--- src/rtl/monitor_pkg.sv ---
`default_nettype none
// ============================================================================
//  Module      : monitor_pkg
//  Description : Shared constants and sequence helpers for the dice / traffic
//                light bus monitor.
//  Revision    : 1.0 - initial release
// ============================================================================
package monitor_pkg;

    // Traffic light codes, bit order {red, amber, green}
    localparam logic [2:0] RED      = 3'b100;
    localparam logic [2:0] RED_AMB  = 3'b110;
    localparam logic [2:0] GREEN    = 3'b001;
    localparam logic [2:0] AMBER    = 3'b010;

    // Dice face limits
    localparam logic [2:0] DICE_MIN = 3'd1;
    localparam logic [2:0] DICE_MAX = 3'd6;

    // Which source a channel models
    typedef enum logic {
        KIND_DICE  = 1'b0,
        KIND_LIGHT = 1'b1
    } chan_kind_e;

    function automatic logic dice_legal(input logic [2:0] v);
        return (v >= DICE_MIN) && (v <= DICE_MAX);
    endfunction

    function automatic logic [2:0] dice_succ(input logic [2:0] v);
        return (v >= DICE_MAX) ? DICE_MIN : v + 3'd1;
    endfunction

    function automatic logic light_legal(input logic [2:0] v);
        return (v == RED) || (v == RED_AMB) || (v == GREEN) || (v == AMBER);
    endfunction

    function automatic logic [2:0] light_succ(input logic [2:0] v);
        logic [2:0] n;
        case (v)
            RED:     n = RED_AMB;
            RED_AMB: n = GREEN;
            GREEN:   n = AMBER;
            default: n = RED;
        endcase
        return n;
    endfunction

endpackage : monitor_pkg
`default_nettype wire

--- src/rtl/mon_channel.sv ---
`default_nettype none
// ============================================================================
//  Module      : mon_channel
//  Description : Reference model of one bus source (dice or lights). Tracks
//                the expected value and lock state and flags a mismatch when
//                the channel is active and locked.
//  Revision    : 1.0 - initial release
// ============================================================================
module mon_channel
    import monitor_pkg::*;
#(
    parameter chan_kind_e KIND = KIND_DICE
) (
    input  logic       clk,
    input  logic       rst,
    input  logic       active,
    input  logic       button,
    input  logic [2:0] result,
    output logic       locked,
    output logic       mismatch
);

    logic       r_locked;
    logic [2:0] r_exp;
    logic       w_legal;
    logic       w_match;

    // Next expected value after x; the dice only moves while its button is held
    function automatic logic [2:0] step(input logic [2:0] x, input logic b);
        if (KIND == KIND_DICE)
            return b ? dice_succ(x) : x;
        else
            return light_succ(x);
    endfunction

    // Legality and match of the current bus value against the model
    always_comb begin
        w_legal = (KIND == KIND_DICE) ? dice_legal(result) : light_legal(result);
        w_match = (result == r_exp);
    end

    // Lock tracking and model advance; resync on a legal mismatch, drop lock on an illegal one
    always_ff @(posedge clk) begin
        if (!rst) begin
            r_locked <= 1'b0;
            r_exp    <= 3'd0;
        end else if (active) begin
            if (!r_locked) begin
                if (w_legal) begin
                    r_locked <= 1'b1;
                    r_exp    <= step(result, button);
                end
            end else if (w_match || w_legal) begin
                r_exp <= step(result, button);
            end else begin
                r_locked <= 1'b0;
                r_exp    <= step(r_exp, button);
            end
        end else if (r_locked) begin
            r_exp <= step(r_exp, button);
        end
    end

    assign locked   = r_locked;
    assign mismatch = active && r_locked && !w_match;

endmodule : mon_channel
`default_nettype wire

--- src/rtl/dice_light_monitor.sv ---
`default_nettype none
// ============================================================================
//  Module      : dice_light_monitor
//  Description : Receive-side checker of the shared dice / traffic-light bus.
//                Two background models, registered error strobe, last error
//                source, sticky flag and saturating error counter.
//  Revision    : 1.0 - initial release
// ============================================================================
module dice_light_monitor
    import monitor_pkg::*;
#(
    parameter int ERR_CNT_W = 8
) (
    input  logic                 clk,
    input  logic                 rst,
    input  logic                 clr,
    input  logic                 sel,
    input  logic                 button,
    input  logic [2:0]           result,
    output logic                 dice_locked,
    output logic                 light_locked,
    output logic                 err_pulse,
    output logic                 err_src,
    output logic                 err_sticky,
    output logic [ERR_CNT_W-1:0] err_count
);

    localparam logic [ERR_CNT_W-1:0] c_cnt_one = ERR_CNT_W'(1);
    localparam logic [ERR_CNT_W-1:0] c_cnt_max = '1;

    logic                 w_dice_mis;
    logic                 w_light_mis;
    logic                 w_err;
    logic                 r_err_pulse;
    logic                 r_err_src;
    logic                 r_err_sticky;
    logic [ERR_CNT_W-1:0] r_err_count;

    mon_channel #(.KIND(KIND_DICE)) u_dice (
        .clk      (clk),
        .rst      (rst),
        .active   (sel),
        .button   (button),
        .result   (result),
        .locked   (dice_locked),
        .mismatch (w_dice_mis)
    );

    mon_channel #(.KIND(KIND_LIGHT)) u_light (
        .clk      (clk),
        .rst      (rst),
        .active   (!sel),
        .button   (button),
        .result   (result),
        .locked   (light_locked),
        .mismatch (w_light_mis)
    );

    assign w_err = w_dice_mis || w_light_mis;

    // Error reporting; a coincident error beats clr and restarts the count at one
    always_ff @(posedge clk) begin
        if (!rst) begin
            r_err_pulse  <= 1'b0;
            r_err_src    <= 1'b0;
            r_err_sticky <= 1'b0;
            r_err_count  <= '0;
        end else begin
            r_err_pulse <= w_err;
            if (w_err) begin
                r_err_src    <= sel;
                r_err_sticky <= 1'b1;
                if (clr)
                    r_err_count <= c_cnt_one;
                else if (r_err_count != c_cnt_max)
                    r_err_count <= r_err_count + c_cnt_one;
            end else if (clr) begin
                r_err_sticky <= 1'b0;
                r_err_count  <= '0;
            end
        end
    end

    assign err_pulse  = r_err_pulse;
    assign err_src    = r_err_src;
    assign err_sticky = r_err_sticky;
    assign err_count  = r_err_count;

endmodule : dice_light_monitor
`default_nettype wire

--- config.mk ---
export PLATFORM = sky130hd
export DESIGN_NAME = dice_light_monitor
export DESIGN_NICKNAME = d
export VERILOG_FILES = /design/src/rtl/monitor_pkg.sv /design/src/rtl/mon_channel.sv /design/src/rtl/dice_light_monitor.sv
export SDC_FILE = /design/constraint.sdc
export NUM_CORES = 1
export LEC_CHECK = 0
export BUFFER_PORTS_ARGS = -buffer_cell sky130_fd_sc_hd__buf_4
export CELL_PAD_IN_SITES_DETAIL_PLACEMENT = 0
export CELL_PAD_IN_SITES_GLOBAL_PLACEMENT = 2
export CORE_MARGIN = 8
export CORE_UTILIZATION = 30
export CTS_CLUSTER_DIAMETER = 30
export DETAILED_ROUTE_END_ITERATION = 10
export PLACE_DENSITY = 0.8
export SLEW_MARGIN = 40
export SYNTH_ARGS = -nofsm -noshare
export SYNTH_HDL_FRONTEND = slang
export SYNTH_SLANG_ARGS = --single-unit
--- constraint.sdc ---
create_clock -name clk -period 1.81 [get_ports clk]
set_input_delay 0.0905 -clock clk [delete_from_list [all_inputs] [get_ports clk]]
set_output_delay 0.0905 -clock clk [all_outputs]
set_load 0.05 [all_outputs]
Yosys cells after proc, flatten, opt, wreduce, memory -nomap -nowiden
Index checks and enable logic that the tools add are counted.

Register bits after elaboration: 19. Input bits: 8. Output and inout port bits: 13. Word-level logic and storage cells: 76.

$add $sub $neg: 3. Order comparisons: 4. Equality and inequality tests: 11. Multiplexer cells: 28. Reduce and logical (&&, ||, !) cells: 22.

Operators with widths (number): $mux W3 (14); $mux W8 (4); $pmux W3 S3 (2); $eq A3 B3 Y1 const B (4); $reduce_bool A2 Y1 (5); $add A8 B1 Y8 const B (1); $mux W1 (8); $ne A8 B8 Y1 const B (1); $add A3 B1 Y3 const B (2); $eq A3 B1 Y1 const B (2); $eq A3 B3 Y1 (2); $ge A3 B3 Y1 const B (2); $logic_or A1 B1 Y1 (6); $reduce_and A2 Y1 (3); $logic_and A1 B1 Y1 (5); $eq A3 B2 Y1 const B (1); $ge A3 B1 Y1 const B (1); $le A3 B3 Y1 const B (1); $logic_not A1 Y1 (3); $ne A2 B1 Y1 const B (1).

Longest topological paths before layout
Depth in word-level cells: 8. Depth in mapped cells: 7. Depth with buffers taken out: 7.

By module
From an unflattened synthesis, not the netlist that was laid out.

Cell total of the unflattened synthesis: 177. Area, all modules: 1457.6 um^2.

By module, submodules not included: dice_light_monitor (instances 1, cells an instance 63, area an instance 564.3 um^2, sequential area each 220.2 um^2); mon_channel (u_dice) (instances 1, cells an instance 56, area an instance 452.9 um^2, sequential area each 80.1 um^2); mon_channel (u_light) (instances 1, cells an instance 58, area an instance 440.4 um^2, sequential area each 80.1 um^2).

Worst setup path after synthesis
No wires, ideal clock.

Path type: reg-to-reg. From: register u_dice.r_locked (netlist: u_dice.locked). To: register r_err_count[7] (netlist: err_count[7]). Arrival: 1864 ps. Data required time: 1740 ps. Path slack: -124 ps. Stages on the path, launching flop included: 6. Buffers on the path: 1. Path through: dfxtp_1 -> clkbuf_1 -> o311a_2 -> o21ai_2 -> or4_1 -> a21oi_1.

Longest elaborated chain between the ends: 5. Elaborated cells on any way between the ends: 6. Those cells by class: mux (1); reduce/logical (5).

Ends and longest elaborated chain: start: declaration (line mon_channel.sv:23) `logic r_locked;`; start signal: assignment (line mon_channel.sv:45) `r_locked <= 1'b0;`; start signal: assignment (line mon_channel.sv:50) `r_locked <= 1'b1;`; start signal: assignment (line mon_channel.sv:56) `r_locked <= 1'b0;`; $logic_and A1 B1 Y1 (*) (2 in series) (line mon_channel.sv:65) `assign mismatch = active && r_locked && !w_match;`; $logic_or A1 B1 Y1 (*) (line dice_light_monitor.sv:59) `assign w_err = w_dice_mis || w_light_mis;`; $reduce_bool A2 Y1 (no source line); $reduce_and A2 Y1 (no source line); end signal: assignment (line dice_light_monitor.sv:74) `r_err_count <= c_cnt_one;`; end signal: assignment (line dice_light_monitor.sv:76) `r_err_count <= r_err_count + c_cnt_one;`; end: declaration (line dice_light_monitor.sv:37) `logic [ERR_CNT_W-1:0] r_err_count;`.

Mark *: on every way between the ends. The rest lies on a longest branch, timed or not. A chain may end at the register's enable or synchronous reset.

Worst setup path in the final report
From: register u_light.r_exp[2]. To: register r_err_count[7] (netlist: err_count[7]).

Longest elaborated chain between the ends: 6. Elaborated cells on any way between the ends: 7. Those cells by class: eq/ne (1); mux (1); reduce/logical (5).

Ends and longest elaborated chain: start: declaration (line mon_channel.sv:24) `logic [2:0] r_exp;`; start signal: assignment (line mon_channel.sv:51) `r_exp <= step(result, button);`; start signal: assignment (line mon_channel.sv:54) `r_exp <= step(result, button);`; start signal: assignment (line mon_channel.sv:57) `r_exp <= step(r_exp, button);`; $eq A3 B3 Y1 (*) (line mon_channel.sv:39) `w_match = (result == r_exp);`; $logic_not A1 Y1 (*) (line mon_channel.sv:65); $logic_and A1 B1 Y1 (*) (line mon_channel.sv:65); $logic_or A1 B1 Y1 (*) (line dice_light_monitor.sv:59); $reduce_bool A2 Y1 (no source line); $reduce_and A2 Y1 (no source line).

Marks and branches as above.

==> run_results.csv <==
group,metric,value,unit
setup_path,critical-path-top-delay-family,"simple AND/OR/NAND/NOR gates",
global_routing,antenna_found_initial,0,
routing,drt-vias-per-instance,5.37,
sta,period_share,0.992,
clock_tree,clock_path_buffers,2,
setup_path,cp-start-kind,"flop",
synth,seq_area_frac_synth,0.311,
synth,syn_area_per_cell,7.98,µm²
cells_and_area,fill_cells,426,
floorplanning,die_width,79.8,µm
place,dp_hpwl,2.42,mm
place,dp_cells,224,
floorplanning,coreArea,0.00397,mm²
sta,clock_skew,0.983,ps
routing,firstDrtPassIters,4,
outcome,status,"finished clean",
cells_and_area,drive_above_1_share,0.242,
clock_tree,cts_buffers,3,
place,portBuffers,20,
setup_path,crit_chain,"xor2_2 -> o311a_2 -> o21ai_4 -> or4_1 -> a21oi_2",
setup_path,worst_path_max_delay_cell,"or4_1",
global_routing,grt_pass1_vias,1192,
synth,synth_seq_cells,19,
synth,synth_area,0.00122,mm²
floorplanning,initial_utilization,0.307,
synth,synth_area_leaders,"dfxtp_1, ha_1, nand2_1",
clock_tree,cts-root-buf,"clkbuf_8",
sta,clock.fmax,557,MHz
floorplanning,die_y,79.8,µm
cells_and_area,fin_cells,228,
sta,period_needed,1800,ps
routing,ant_nets,0,
setup_path,cp_max_fo,8,
clock_tree,clk_latency,250,ps
setup_path,crit_required,2000,ps
cells_and_area,nNetsFinal,194,
clock_tree,cts_tree,"yes",
global_routing,overflow,0,
synth,synth_nets,168,
sta,setup_ws,13.8,ps
sta,setup_viol,0,
global_routing,grt_pass1_wl,5.54,mm
synth,synth_area_leader_cell,"dfxtp_1",
synth,synth_top_area_share,0.311,
clock_tree,htree_levels,1,
power,ir_drop,257,µV
floorplanning,io_pins,21,
clock_tree,cts.sinks,19,
global_routing,grt.total_usage,0.105,
routing,wl_per_cell,14.4,µm
synth,synth_ff_type,"dfxtp_1",
synth,synth_edf_count,0,
sta,finalHoldViolCount,0,
sta,tightest_slew,470,ps
place,place_ws,-51.0,ps
power,finalPower,1.04,mW
setup_path,cp-end-kind,"flop",
routing,vias,1225,
synth,synthArstFlopShare,0,
setup_path,worstPathArrival,1990,ps
power,p_leak,0.640,nW
sta,drv_slew,0,
routing,wl,3.28,mm
clock_tree,hold_buffers,0,
floorplanning,rows,23,
setup_path,crit_type,"flop to flop",
worst_hold_path,hold_path_class,"input pin to flop",
power,powerDensity,681,mW/mm²
routing,first_iter_violations,54,
sta,relSlewSlack,0.685,
clock_tree,cts.clk_slew.worst_paths,80,ps
synth,yosysWarnings,0,
synth,synth_cell_type_count,41,
place,routabilityCongestion,0.829,
routing,drc,0,
cells_and_area,final_cell_mix,"buf_4, nand2_1, dfxtp_1",
floorplanning,dieArea,0.00637,mm²
cells_and_area,antenna_cells,0,
setup_path,path_buf_inv,0,
global_routing,grt_max_degree,14,
setup_path,cpPeakStageDelay,550,ps
job,maxCapViolations,0,
cells_and_area,final_common_cell,"buf_4",
synth,netlist_instances,153,
cells_and_area,seq_area,385,µm²
cells_and_area,multi_input_area,798,µm²
cells_and_area,area_delta_synth_final,25.5,%
[tightest hold or removal path, stage by stage]
cell     delay, ps
buf_4           90
a21oi_1         40
o32ai_1        110
[path summary, 6_finish.rpt]
| kind | cells after the start | from | slack, ps | end |
|---|---|---|---|---|
| hold reg to reg | 2 | err_src$_SDFFE_PN0P_ | 480 | err_src$_SDFFE_PN0P_ |
| setup reg to reg | 5 | u_light.r_exp[2]$_SDFFE_PN0P_ | 10 | err_count[7]$_SDFFE_PN0P_ |
| hold / removal | 3 | clr | 120 | err_count[0]$_SDFFE_PN0P_ |
| setup / recovery | 5 | u_light.r_exp[2]$_SDFFE_PN0P_ | 10 | err_count[7]$_SDFFE_PN0P_ |
[synthesized netlist by cell type, types with 2 or more instances]
cell type  count
dfxtp_1       19
nand2_1       17
a21oi_1       12
o21ai_0       11
inv_1         10
ha_1           7
nor2_1         6
xor2_1         6
clkbuf_1       5
nand3_1        5
a31oi_1        4
o21a_1         4
or3_1          4
o31ai_1        3
a211oi_1       2
a311oi_1       2
and2_1         2
and3_1         2
nor2b_1        2
nor3_1         2
nor4_1         2
o211ai_1       2
o311a_2        2
o311ai_0       2
o31a_1         2
or4_1          2
xnor2_1        2
[power by group]
group / switching (mW) / internal [mW]
Combinational: 0.164 / 0.107
Sequential: 0.0247 / 0.443
Clock: 0.152 / 0.153
[cell type report]
cell class,count,share of cell area
multi-input combinational,118,0.521
sequential,19,0.251
timing repair buffer,27,0.132
tap,50,0.0408
clock buffer,3,0.0269
inverter,10,0.0245
clock inverter,1,0.00327
[per-layer routing]
layer / share of wire / global-route usage / vias up
met5: 0 / 0 / -
met3: 0.043 / 0.0203 / 2
met2: 0.48 / 0.166 / 27
met4: 0.0094 / 0.0382 / 0
met1: 0.47 / 0.138 / 579
li1: - / - / 617
[state kept, by name, indices dropped and copies added (netlist names)]
name / flops
err_count: 8
u_dice.locked: 1
u_light.r_exp: 3
u_dice.r_exp: 3
err_src: 1
err_pulse: 1
u_light.locked: 1
err_sticky: 1
[kinds of logic (layout without fill, tap and decap cells)]
group,after synthesis,count (layout),synth area share
simple gates,48,48,0.198
buf+inv,16,41,0.0523
flops,19,19,0.311
mux,1,1,0.00922
fa+ha+maj,7,7,0.0717
xor+xnor,8,8,0.0574
compound gates,54,54,0.300
[repair_timing]
| item | 4_1_cts | 5_1_grt |
|---|---|---|
| gates resized for setup | 0 | 5 |
| setup buffers | 0 | 0 |
| setup endpoints to repair | 0 | 1 |
[metrics by stage]
stage	hold slack, ps	util	cell area, µm²	TNS, ps
5_1_grt	117	0.386	1530	-46.8
4_1_cts	113	0.380	1510	0
2_1_floorplan	248	-	1220	0
3_5_place_dp	384	0.369	1460	-106
3_3_place_gp	377	0.369	1460	-83.1
6_report	117	0.386	1530	0
Note: power is estimated with default switching activity, not from simulation.
